File: config.mk
export PLATFORM = sky130hd
export DESIGN_NAME = ifetch_unit
export DESIGN_NICKNAME = d
export VERILOG_FILES = /design/src/rtl/ifetch_unit.sv
export SDC_FILE = /design/constraint.sdc
export NUM_CORES = 1
export LEC_CHECK = 0
export ABC_AREA = 1
export ABC_CLOCK_PERIOD_IN_PS = 3800
export BUFFER_PORTS_ARGS = -buffer_cell sky130_fd_sc_hd__clkbuf_2
export CAP_MARGIN = 20
export CORE_UTILIZATION = 40
export DETAILED_ROUTE_END_ITERATION = 16
export SKIP_LAST_GASP = 1
export SLEW_MARGIN = 10
export SYNTH_ARGS = -nofsm -noshare
export SYNTH_HDL_FRONTEND = slang
export SYNTH_SLANG_ARGS = --single-unit
export TNS_END_PERCENT = 50
File: constraint.sdc
create_clock -name clk_i -period 3.8 [get_ports clk_i]
set_input_delay 0.19 -clock clk_i [delete_from_list [all_inputs] [get_ports clk_i]]
set_output_delay 0.19 -clock clk_i [all_outputs]
set_load 0.01 [all_outputs]
File: src/rtl/ifetch_unit.sv
`default_nettype none
// ifetch_unit: owns the PC, issues in-order word fetches and buffers returned words
// with their PCs for decode; a redirect flushes the buffer and drops stale responses.
module ifetch_unit #(
  parameter logic [31:0] RESET_PC = 32'h0000_0000,
  parameter int unsigned DEPTH    = 4
) (
  input  logic        clk_i,
  input  logic        rst_n_i,
  input  logic        Redirect_valid_i,
  input  logic [31:0] Redirect_pc_i,
  output logic        Imem_req_o,
  output logic [31:0] Imem_addr_o,
  input  logic        Imem_gnt_i,
  input  logic        Imem_rvalid_i,
  input  logic [31:0] Imem_rdata_i,
  output logic        Valid_o,
  input  logic        Ready_i,
  output logic [31:0] Instr_o,
  output logic [31:0] Pc_o
);

  localparam int unsigned PW      = (DEPTH > 1) ? $clog2(DEPTH) : 1;
  localparam int unsigned CW      = PW + 1;
  localparam logic [31:0] NOP     = 32'h0000_0013;
  localparam logic [CW:0] DEPTH_C = (CW+1)'(DEPTH);

  logic [31:0]      fetch_pc;
  logic [31:0]      pc_q   [DEPTH];
  logic [31:0]      data_q [DEPTH];
  logic [DEPTH-1:0] filled_q;
  logic [PW-1:0]    alloc_ptr, fill_ptr, head_ptr;
  logic [CW-1:0]    used, pend, drop_cnt;

  logic             req_int, grant, pop, resp_keep, resp_drop;
  logic [CW:0]      occupancy, drop_sum, drop_redirect;
  logic             unused_low_bits;

  assign unused_low_bits = ^Redirect_pc_i[1:0];

  assign occupancy = {1'b0, used} + {1'b0, drop_cnt};
  assign req_int   = ~Redirect_valid_i & (occupancy < DEPTH_C);
  assign grant     = req_int & Imem_gnt_i;
  assign Valid_o   = filled_q[head_ptr] & ~Redirect_valid_i;
  assign pop       = Valid_o & Ready_i;
  assign resp_drop = Imem_rvalid_i & (drop_cnt != '0);
  assign resp_keep = Imem_rvalid_i & (drop_cnt == '0) & (pend != '0);

  // On redirect every allocated-but-unfilled entry becomes a stale response to drop,
  // minus the one (if any) arriving in the redirect cycle itself.
  assign drop_sum      = {1'b0, drop_cnt} + {1'b0, pend};
  assign drop_redirect = (Imem_rvalid_i && drop_sum != '0) ? drop_sum - (CW+1)'(1) : drop_sum;

  // Reset only gates the port, so rst_n_i never enters a flop data path.
  assign Imem_req_o  = req_int & rst_n_i;
  assign Imem_addr_o = fetch_pc;
  assign Instr_o     = Valid_o ? data_q[head_ptr] : NOP;
  assign Pc_o        = Valid_o ? pc_q[head_ptr]   : '0;

  always_ff @(posedge clk_i or negedge rst_n_i) begin
    if (!rst_n_i) begin
      fetch_pc  <= RESET_PC;
      filled_q  <= '0;
      alloc_ptr <= '0;
      fill_ptr  <= '0;
      head_ptr  <= '0;
      used      <= '0;
      pend      <= '0;
      drop_cnt  <= '0;
    end else if (Redirect_valid_i) begin
      fetch_pc  <= {Redirect_pc_i[31:2], 2'b00};
      filled_q  <= '0;
      alloc_ptr <= '0;
      fill_ptr  <= '0;
      head_ptr  <= '0;
      used      <= '0;
      pend      <= '0;
      drop_cnt  <= drop_redirect[CW-1:0];
    end else begin
      if (grant) begin
        fetch_pc  <= fetch_pc + 32'd4;
        alloc_ptr <= alloc_ptr + PW'(1);
      end
      if (resp_drop) begin
        drop_cnt <= drop_cnt - CW'(1);
      end
      if (resp_keep) begin
        filled_q[fill_ptr] <= 1'b1;
        fill_ptr           <= fill_ptr + PW'(1);
      end
      if (pop) begin
        filled_q[head_ptr] <= 1'b0;
        head_ptr           <= head_ptr + PW'(1);
      end
      case ({grant, pop})
        2'b10:   used <= used + CW'(1);
        2'b01:   used <= used - CW'(1);
        default: used <= used;
      endcase
      case ({grant, resp_keep})
        2'b10:   pend <= pend + CW'(1);
        2'b01:   pend <= pend - CW'(1);
        default: pend <= pend;
      endcase
    end
  end

  // Payload storage needs no reset; validity is tracked by filled_q.
  always_ff @(posedge clk_i) begin
    if (grant) begin
      pc_q[alloc_ptr] <= fetch_pc;
    end
    if (resp_keep && !Redirect_valid_i) begin
      data_q[fill_ptr] <= Imem_rdata_i;
    end
  end

endmodule
`default_nettype wire

* Word-level counts from Yosys, hierarchy flattened
Memories as Yosys holds them, arrays and structs flattened.
Cells that the tools add are included.
** Storage, ports and cells
- Register bits after elaboration :: 51
- RAM bits :: 256
- Input bits :: 70
- Logic and storage cells :: 89
- Memories :: 2
** Memories
- data_q :: depth 4, bits a word 32, rd ports 1, clocked after memory_dff 0, write ports 1, line 30 : logic [31:0] data_q [DEPTH];
- pc_q :: depth 4, bits a word 32, rd ports 1, clocked after memory_dff 0, write ports 1, line 29 : logic [31:0] pc_q [DEPTH];
** Operators by class
- $add $sub $neg :: 12
- $lt $le $gt $ge :: 5
- Eq/ne operators :: 4
- Muxes and demuxes :: 31
- Bitwise operators :: 12
- Reduce and logical (&&, ||, !) cells :: 15
** Operators by type and width (number)
- $mux W32 :: 4
- $add A32 B3 Y32 const B :: 1
- $mux W4 :: 4
- $mux W3 :: 5
- $mux W2 :: 6
- $pmux W3 S2 :: 2
- $reduce_bool A3 Y1 :: 4
- $sub A3 B1 Y3 const B :: 4
- $add A3 B3 Y4 :: 2
- $and A1 B1 Y1 :: 8
- $reduce_bool A2 Y1 :: 4
- $mux W1 :: 7
- $add A2 B1 Y2 const B :: 3
- $add A3 B1 Y3 const B :: 2
- $lt A2 B3 Y1 const B :: 2
- $and A4 B4 Y4 :: 1
- $demux W1 S2 :: 2
- $eq A2 B1 Y1 const B :: 2
- $eq A2 B2 Y1 const B :: 2
- $ge A2 B1 Y1 const B :: 2
- $logic_and A1 B1 Y1 :: 4
- $lt A4 B3 Y1 const B :: 1
- $not A4 Y4 :: 1
- $or A4 B4 Y4 :: 1
- 5 further kinds :: 5

* Depth between registers and ports, before layout
Gate-level depths: netlist of the first run.
- Word-level depth :: 10
- Mapped depth :: 14
- Depth with buffers taken out :: 13

* Least setup slack after synthesis of the first run
OpenSTA, ideal clock, no wires.
- Kind :: reg-to-reg
- From :: reg used[2]
- To :: mem pc_q[0][10], enable pin
- Arrival time :: 2.596 ns
- Required time :: 3.383 ns
- Slack :: 0.787 ns
- Stages on the path, launching flop included :: 7
- Path buffers :: 2
- Cell sequence :: dfrtp_1 -> ha_1 -> nor2_2 -> nand4_2 -> buf_2 -> buf_2 -> nor2_1
** On the way
- Word-level cells in the longest chain between the ends :: 6
** Ends and longest elaborated chain
- from (decl) :: line 33 : logic [CW-1:0] used, pend, drop_cnt;
- from (signal assigned) :: line 96 : 2'b10: used <= used + CW'(1);
- from (signal assigned) :: line 97 : 2'b01: used <= used - CW'(1);
- from (signal assigned) :: line 98 : default: used <= used;
- $add A3 B3 Y4 :: line 41 : assign occupancy = {1'b0, used} + {1'b0, drop_cnt};
- $lt A4 B3 Y1 :: line 42 : assign req_int = ~Redirect_valid_i & (occupancy < DEPTH_C);
- $and A1 B1 Y1 :: line 42
- $and A1 B1 Y1 :: line 43 : assign grant = req_int & Imem_gnt_i;
- $mux W1 :: line 110 : if (grant) begin
- $mux W1 (not written as such) :: line 111 : pc_q[alloc_ptr] <= fetch_pc;
- to (decl) :: line 29
No other way between the ends.

* Final worst setup path of the first run
- From :: reg head_ptr[0]
- To :: out Pc_o[13]
** On the way
- Word-level cells in the longest chain between the ends :: 4
** Ends and longest elaborated chain
- from (decl) :: line 32 : logic [PW-1:0] alloc_ptr, fill_ptr, head_ptr;
- from (signal assigned) :: line 93 : head_ptr <= head_ptr + PW'(1);
- $bmux W1 S2 :: line 44 : assign Valid_o = filled_q[head_ptr] & ~Redirect_valid_i;
- $mux W1 (not written as such) :: line 44
- $and A1 B1 Y1 :: line 44
- $mux W32 (*) :: line 58 : assign Pc_o = Valid_o ? pc_q[head_ptr] : '0;
- to (decl) :: line 20 : output logic [31:0] Pc_o
Every way passes the cells marked *; elsewhere a longest branch is shown, timed or not. The select of a mux whose other input is x is not followed.

==> run summary, run 1 <==
Status: finished clean
CTS Buffer Depth: 3
Post-CTS Resized: 0
PwrDens: 568.5 nW/um^2
Main combinational cell family by area after synthesis: simple AND/OR/NAND/NOR gates
Total grt overflow: 0
Wire per inst: 16.56 um
Mean area per synthesized cell: 10.53 um^2
Seq cells post-synth: 297
Area Overhead vs Synth: 22.17%
Vias per Instance: 4.986
Antenna violations before repair: 0
CTS HTree Levels: 2
Final WL: 32060 um
Row count: 66
Min Hold Slack: 0.02108 ns
Total number of vias: 9652
Yosys warns: 0
Clock latency on the worst-skew pair: 0.50 ns
Routability cong.: 0.8557
Worst Path Required: 3.61 ns
Fin crit period: 3.315 ns
Layout cells sized above 1: 17.87%
RSZ-0062 raised after global routing: false
Drt pass-1 iters: 6
Fin Setup TNS: 0 ns
Crit path kind: reg2out
First-pass GRT wire length: 49580 um
Xor/xnor share of the synthesized area: 1.127%
Core Box Area: 32540 um^2
Critical Path Max Stage Delay: 0.68 ns
Hold Buf Count CTS: 61
Asr flop ratio synth: 16.50%
Largest net degree at the start of global routing: 117
Sequential element share of the synthesized area: 65.67%
Max cap viols: 0
Hold Path Class: in2reg
EDFF count, synth: 248
Clock Skew: 0.01797 ns
DR iter-0 viols: 689
Die footprint: 33750 um^2
I/O pins: 168
Reg2Reg Setup Slack: 1.33 ns
Fin worst setup slack: 0.4848 ns
CP max FO: 83
Leading cell type in the layout, fill and taps excluded: nor2_1
Worst Tran Pin Value: 0.9580 ns
P_leak: 6.336 nW
GRT Total Usage: 19.14%
Slew Limit Fails: 0
Final Hold Fails: 0
CTS tree: yes
Nets: 1566
Starting Density: 40.59%
Tcrit/Tclk final: 87.24%
Adder-cell area share of the yosys netlist: 2.444%
Post-synthesis compound-gate area fraction: 9.691%
Post-synth cell types: 39
Chip Height: 183.7 um
Placed cell count: 1816
Most frequent cells in the layout: nor2_1 (283), edfxtp_1 (248), clkbuf_2 (161), nand2_1 (160), o21ai_0 (148)
Dpl ws: 1.004 ns
Post-CTS setup buffer count: 0
Post-Layout Cell Count: 1936
Fmax: 301.6 MHz
Buffers on Ports: 161
CP arrival: 3.13 ns
Sink Count: 297
Peak VDD IR: 0.3191 mV
Worst setup SP type: flop
Vias in the first global route: 9225
Dpl hpwl: 19050 um
CTS clk-pin slew, worst paths: 0.06 ns
Setup violations, final: 0
Post-synthesis simple-gate area fraction: 16.39%
Slowest CP cell: buf_4
Crit path capture type: output port
Main synth FF type: edfxtp_1
Crit-path cells: buf_4 > buf_4 > nor2_1 > nor2_1 > o21ai_0 > a21oi_1 > clkbuf_2
Clk root buf: clkbuf_16
Post-synthesis mux area share: 0%
Post-synthesis cell area: 13210 um^2
DRT antenna net count: 0
Worst slew margin: 36.13%
Die Width: 183.7 um
DRC Markers: 0
Mapped Cells: 1254
Num CTS Buffers: 34
Antenna Cells: 0
-- critical path: cells and delay by family (launching register included) --
kind / cells / cell delay, ns
AO/OA/AOI/OAI: 2 / 0.44
buffers and inverters: 3 / 1.47
flip-flops: 1 / 0.43
AND/OR/NAND/NOR: 2 / 0.20
-- state kept, by name, indices dropped and copies added, names as in the netlist, 3 cells and up --
register	cells
data_q	128
pc_q	120
Imem_addr_o	30
filled_q	4
drop_cnt	3
pend	3
used	3
-- layer usage --
layer / wire (um) / share of wire (%) / track usage (%) / vias to the layer above
met3: 2135 / 6.7 / 3.803 / 34
li1: - / - / - / 4700
met2: 14850 / 46 / 31.95 / 287
met5: 0 / 0 / 0 / -
met4: 476 / 1.5 / 4.300 / 0
met1: 14590 / 46 / 25.71 / 4631
-- Yosys cell counts, types with 8 or more instances --
master    count  share of area (%)
nor2_1      291                8.3
edfxtp_1    248                 56
nand2_1     160                4.5
o21ai_0     148                5.6
inv_1        75                2.1
a21oi_1      68                2.6
dfrtp_1      49                9.3
nand3_1      35                1.3
clkbuf_1     27               0.77
buf_2        26               0.99
ha_1         21                2.0
xor2_1       12               0.80
o211ai_1     10               0.57
nand4_1       9               0.43
nor3_1        8               0.30
-- path summary, 6_finish.rpt --
path	cells after the start	start	end
worst min register to register	2	used[1]	used[1]
max in group asynchronous	3	rst_n_i	head_ptr[0]
worst min-delay path	5	Redirect_pc_i[25]	Imem_addr_o[25]
min in group asynchronous	2	rst_n_i	Imem_addr_o[18]
worst max-delay path	7	head_ptr[0]	Pc_o[13]
worst max register to register	12	drop_cnt[2]	used[2]
-- through the flow --
step                area, um^2  util [%]  power [mW]
finish                   16140     49.59       9.173
global route             16140     49.59       9.687
global placement         14460     44.43       6.071
floorplan                13220         -       5.441
detailed placement       14460     44.43       6.121
CTS                      16110     49.51       9.245
-- power by group --
group,switching [mW],leakage (nW),internal [mW]
clock network,1.23,0.511,1.82
logic,1.17,2.98,0.644
registers,0.384,2.85,3.92
total,2.78,6.34,6.39
-- area by class of cell --
class                           instances  area (um^2)
Clock buffer                           42        902.1
Inverter                               81        305.3
Tap cell                              442        553.0
Sequential cell                       297         8678
Fill cell                            3013        16400
Multi-Input combinational cell        816         3971
Clock inverter                         16        138.9
Timing Repair Buffer                  242         1587
-- logic make-up after synthesis --
family,Yosys count
buffers and inverters,144
and+or+nand+nor,528
xor gates and xnor gates,17
adders and majority gates,24
other,1
DFF,297
AOI/OAI and AO/OA,243
Power figures use the tool's default switching activity.
==> run 2: changes to the inputs <==
HOLD_SLACK_MARGIN = 0.08   (was default)
==> run summary, run 2 (synthesized netlist as in run 1, its figures left out) <==
Status: finished clean
Worst setup SP type: flop
Wire per inst: 16.55 um
CTS clk-pin slew, worst paths: 0.06 ns
Clk root buf: clkbuf_16
Vias per Instance: 4.973
Fin Setup TNS: 0 ns
Post-Layout Cell Count: 1938
Start point of the worst min-delay path: Ready_i
Most frequent cells in the layout: nor2_1 (283), edfxtp_1 (248), clkbuf_2 (161), nand2_1 (160), o21ai_0 (148)
Layout cells sized above 1: 17.85%
Post-CTS setup buffer count: 0
Starting Density: 40.59%
Nets: 1568
Antenna Cells: 0
Fin crit period: 3.274 ns
Area Overhead vs Synth: 22.32%
Core Box Area: 32540 um^2
CTS Buffer Depth: 3
Max cap viols: 0
Clock Skew: 0.01846 ns
Total grt overflow: 0
DRT antenna net count: 0
Min Hold Slack: 0.1254 ns
Crit path capture type: output port
Antenna violations before repair: 0
Num CTS Buffers: 34
Post-CTS Resized: 0
Slew Limit Fails: 0
Crit-path cells: buf_4 > buf_4 > nor2_1 > nor2_1 > o21ai_0 > a21oi_1 > clkbuf_2
Setup violations, final: 0
GRT Total Usage: 19.14%
Int Pwr: 6.391 mW
RSZ-0062 raised after global routing: false
Largest register FFs: 128
Reg2Reg Setup Slack: 1.33 ns
DR iter-0 viols: 667
Routability cong.: 0.8557
Worst Path Required: 3.61 ns
Fin worst setup slack: 0.5256 ns
Placed cell count: 1816
Dpl ws: 1.004 ns
Share of total power in sequential cells: 46.9%
Chip Height: 183.7 um
Largest reg by FF count: data_q
Fmax: 305.4 MHz
CP arrival: 3.08 ns
Worst slew margin: 36.08%
Drt pass-1 iters: 5
Slowest CP cell: buf_4
Final Hold Fails: 0
Row count: 66
P_leak: 6.344 nW
DRC Markers: 0
Die Width: 183.7 um
Clk pwr share: 33.3%
Worst Tran Pin Value: 0.9588 ns
Tcrit/Tclk final: 86.17%
Largest net degree at the start of global routing: 117
PwrDens: 567.9 nW/um^2
Crit path kind: reg2out
Hold Path Class: in2reg
Die footprint: 33750 um^2
Dpl hpwl: 19050 um
First-pass GRT wire length: 49560 um
Hold Path Stages: 4
Switching share of total power: 30.33%
CP max FO: 83
Clock latency on the worst-skew pair: 0.50 ns
Vias in the first global route: 9232
Peak VDD IR: 0.3197 mV
Final core occ: 49.65%
Combinational power share: 19.8%
FF-to-FF Start: drop_cnt[2]
CTS HTree Levels: 2
Total number of vias: 9637
CTS tree: yes
I/O pins: 168
Sw Pwr: 2.783 mW
Critical Path Max Stage Delay: 0.67 ns
Leading cell type in the layout, fill and taps excluded: nor2_1
Reg2reg end: used[2]
Hold Path End: head_ptr[0]
Sink Count: 297
Buffers on Ports: 161
Final WL: 32070 um
FF-to-FF path depth: 12
run 2: power groups by stage:
stage | clock network, mW | logic (mW) | registers, mW
2_1_floorplan | 0 | 1.18 | 4.26
3_3_place_gp | 0 | 1.72 | 4.35
3_5_place_dp | 0 | 1.76 | 4.36
4_1_cts | 3.13 | 1.82 | 4.30
5_1_grt | 3.27 | 2.08 | 4.34
6_report | 3.06 | 1.81 | 4.30
run 2: what timing repair did:
item,CTS,global route
endpoints found under the setup margin,0,0
hold endpoints to repair,174,0
hold buffers,63,0
run 2: worst max-delay path by stage:
stage	from	to	slack [ns]	depth (start not counted)
finish	head_ptr[0]	Pc_o[13]	0.53	7
detailed placement	head_ptr[0]	Pc_o[13]	1.00	7
global placement	head_ptr[0]	Pc_o[13]	1.04	7
CTS	head_ptr[0]	Pc_o[13]	0.46	7
floorplan	used[2]	pc_q[0][10]	0.79	6
global route	head_ptr[0]	Pc_o[13]	0.29	7
run 2: layer usage:
metal | global-route usage, % | wire (um)
met3 | 3.803 | 1899
met1 | 25.70 | 14710
met2 | 31.97 | 14980
met4 | 4.300 | 477
met5 | 0 | 0
run 2: layout make-up:
cell class	instances	area, um^2
clock buffer	42	902.1
clock inverter	16	138.9
fill	3009	16380
inverter	81	305.3
multi-input combinational	816	3971
sequential	297	8678
tap	442	553.0
timing repair buffer	244	1607
run 2: stage by stage:
stage	power, mW	area, um^2
final	9.174	16160
after global placement	6.071	14460
after CTS	9.247	16130
after global routing	9.688	16160
after floorplan	5.441	13220
after detailed placement	6.121	14460
run 2: worst max-delay path: cells and delay by family (launching register included):
family / cells / cell delay (ns)
and+or+nand+nor: 2 / 0.20
AOI/OAI and AO/OA: 2 / 0.43
DFF: 1 / 0.43
buffers and inverters: 3 / 1.45
==> run 3: changes to the inputs <==
CTS_CLUSTER_DIAMETER = 60   (was default)
PLACE_DENSITY = 0.59   (was default)
==> run summary, run 3 (synthesized netlist as in run 1, its figures left out) <==
CP max FO: 55
Max cap viols: 0
Worst Tran Pin Value: 0.9430 ns
CTS tree: yes
Design Power: 9.402 mW
Wl on met1: 14800 um
Chip Height: 183.7 um
DRT antenna net count: 0
Clk root buf: clkbuf_16
DRC Markers: 0
Area Overhead vs Synth: 23.06%
Crit path kind: reg2out
Crit path to: Pc_o[6]
Post-CTS setup buffer count: 0
Placed cell count: 1816
PwrDens: 578.5 nW/um^2
Peak VDD IR: 0.4449 mV
CTS Buffer Depth: 3
Min Hold Slack: 0.1179 ns
Layout cells sized above 1: 17.87%
GRT Total Usage: 18.89%
Core Box Area: 32540 um^2
Largest register FFs: 128
Die Width: 183.7 um
Final WL: 31940 um
Worst Path Required: 3.61 ns
Clock Skew: 0.02766 ns
Post-CTS Resized: 0
First-pass GRT wire length: 49020 um
Vias in the first global route: 9160
FF-to-FF Start: drop_cnt[1]
CP arrival: 3.06 ns
Critical path origin: head_ptr[0]
Fmax: 307.6 MHz
Total number of vias: 9661
Clock latency on the worst-skew pair: 0.52 ns
Reg2Reg Setup Slack: 1.26 ns
Setup violations, final: 0
Fin Setup TNS: 0 ns
Tcrit/Tclk final: 85.54%
Highest layer used for signal routing: met4
Antenna Cells: 0
Routability cong.: 0.8401
Worst setup SP type: flop
Starting Density: 40.59%
Reg2reg end: data_q[1][1]
Most frequent cells in the layout: nor2_1 (283), edfxtp_1 (248), clkbuf_2 (161), nand2_1 (160), o21ai_0 (148)
Fin crit period: 3.251 ns
RSZ-0062 raised after global routing: false
P_leak: 6.381 nW
Drt pass-1 iters: 5
Post-Layout Cell Count: 1942
Wire per inst: 16.44 um
Status: finished clean
Dpl hpwl: 18840 um
Fin worst setup slack: 0.5495 ns
Num CTS Buffers: 35
Met2 WL: 14780 um
CTS clk-pin slew, worst paths: 0.06 ns
Hold Buf Count CTS: 63
Nets: 1568
I/O pins: 168
Crit path capture type: output port
Die footprint: 33750 um^2
Worst slew margin: 37.13%
Total grt overflow: 0
Slew Limit Fails: 0
Sink Count: 297
Antenna violations before repair: 0
Vias per Instance: 4.975
Hold Path Class: in2reg
DR iter-0 viols: 557
Buffers on Ports: 161
CTS HTree Levels: 2
Final Hold Fails: 0
Routed wl met3: 1704 um
Dpl ws: 1.075 ns
Row count: 66
FF-to-FF path depth: 9
Leading cell type in the layout, fill and taps excluded: nor2_1
Largest reg by FF count: data_q
Largest net degree at the start of global routing: 99
==> run 3: metal layers <==
layer  vias to the layer above  global-route usage (%)
met2                       276                   30.86
met3                        45                   2.872
met5                         -                       0
li1                       4717                       -
met4                         0                   5.800
met1                      4623                   25.95
==> run 3: worst min path at each step <==
stage / cells after the start / slack, ns / startpoint / to
2_1_floorplan: 0 / -0.11 / rst_n_i / Imem_addr_o[10]
3_5_place_dp: 1 / 0.24 / rst_n_i / Imem_addr_o[22]
5_1_grt: 3 / 0.12 / Imem_rvalid_i / drop_cnt[0]
3_3_place_gp: 1 / 0.24 / rst_n_i / Imem_addr_o[21]
4_1_cts: 4 / 0.08 / Ready_i / head_ptr[1]
6_report: 4 / 0.12 / Ready_i / head_ptr[1]
==> run 3: where the power goes <==
part           switching (mW)  internal [mW]
registers               0.419           3.92
clock network            1.30           1.99
logic                    1.14          0.641
==> run 3: cell type report <==
cell class | count | area, um^2
Multi-Input combinational cell | 816 | 3971
Fill cell | 2996 | 16280
Inverter | 81 | 305.3
Clock buffer | 52 | 1001
Sequential cell | 297 | 8678
Tap cell | 442 | 553.0
Timing Repair Buffer | 243 | 1592
Clock inverter | 11 | 152.6
==> run 3: worst max-delay path, stage by stage, from the launching register on <==
cell and delay [ns]:
dfrtp_4 0.82, clkinv_2 0.17, nand2_1 0.11, nand3_1 0.08, nand2_2 0.12, nand2_2 0.34, buf_12 0.34, a21oi_1 0.33
clkbuf_2 0.20
==> run 3: metrics by stage <==
stage	util, %	cell area [um^2]
6_report	49.95	16250
3_3_place_gp	44.47	14470
3_5_place_dp	44.47	14470
5_1_grt	49.95	16250
2_1_floorplan	-	13220
4_1_cts	49.95	16250
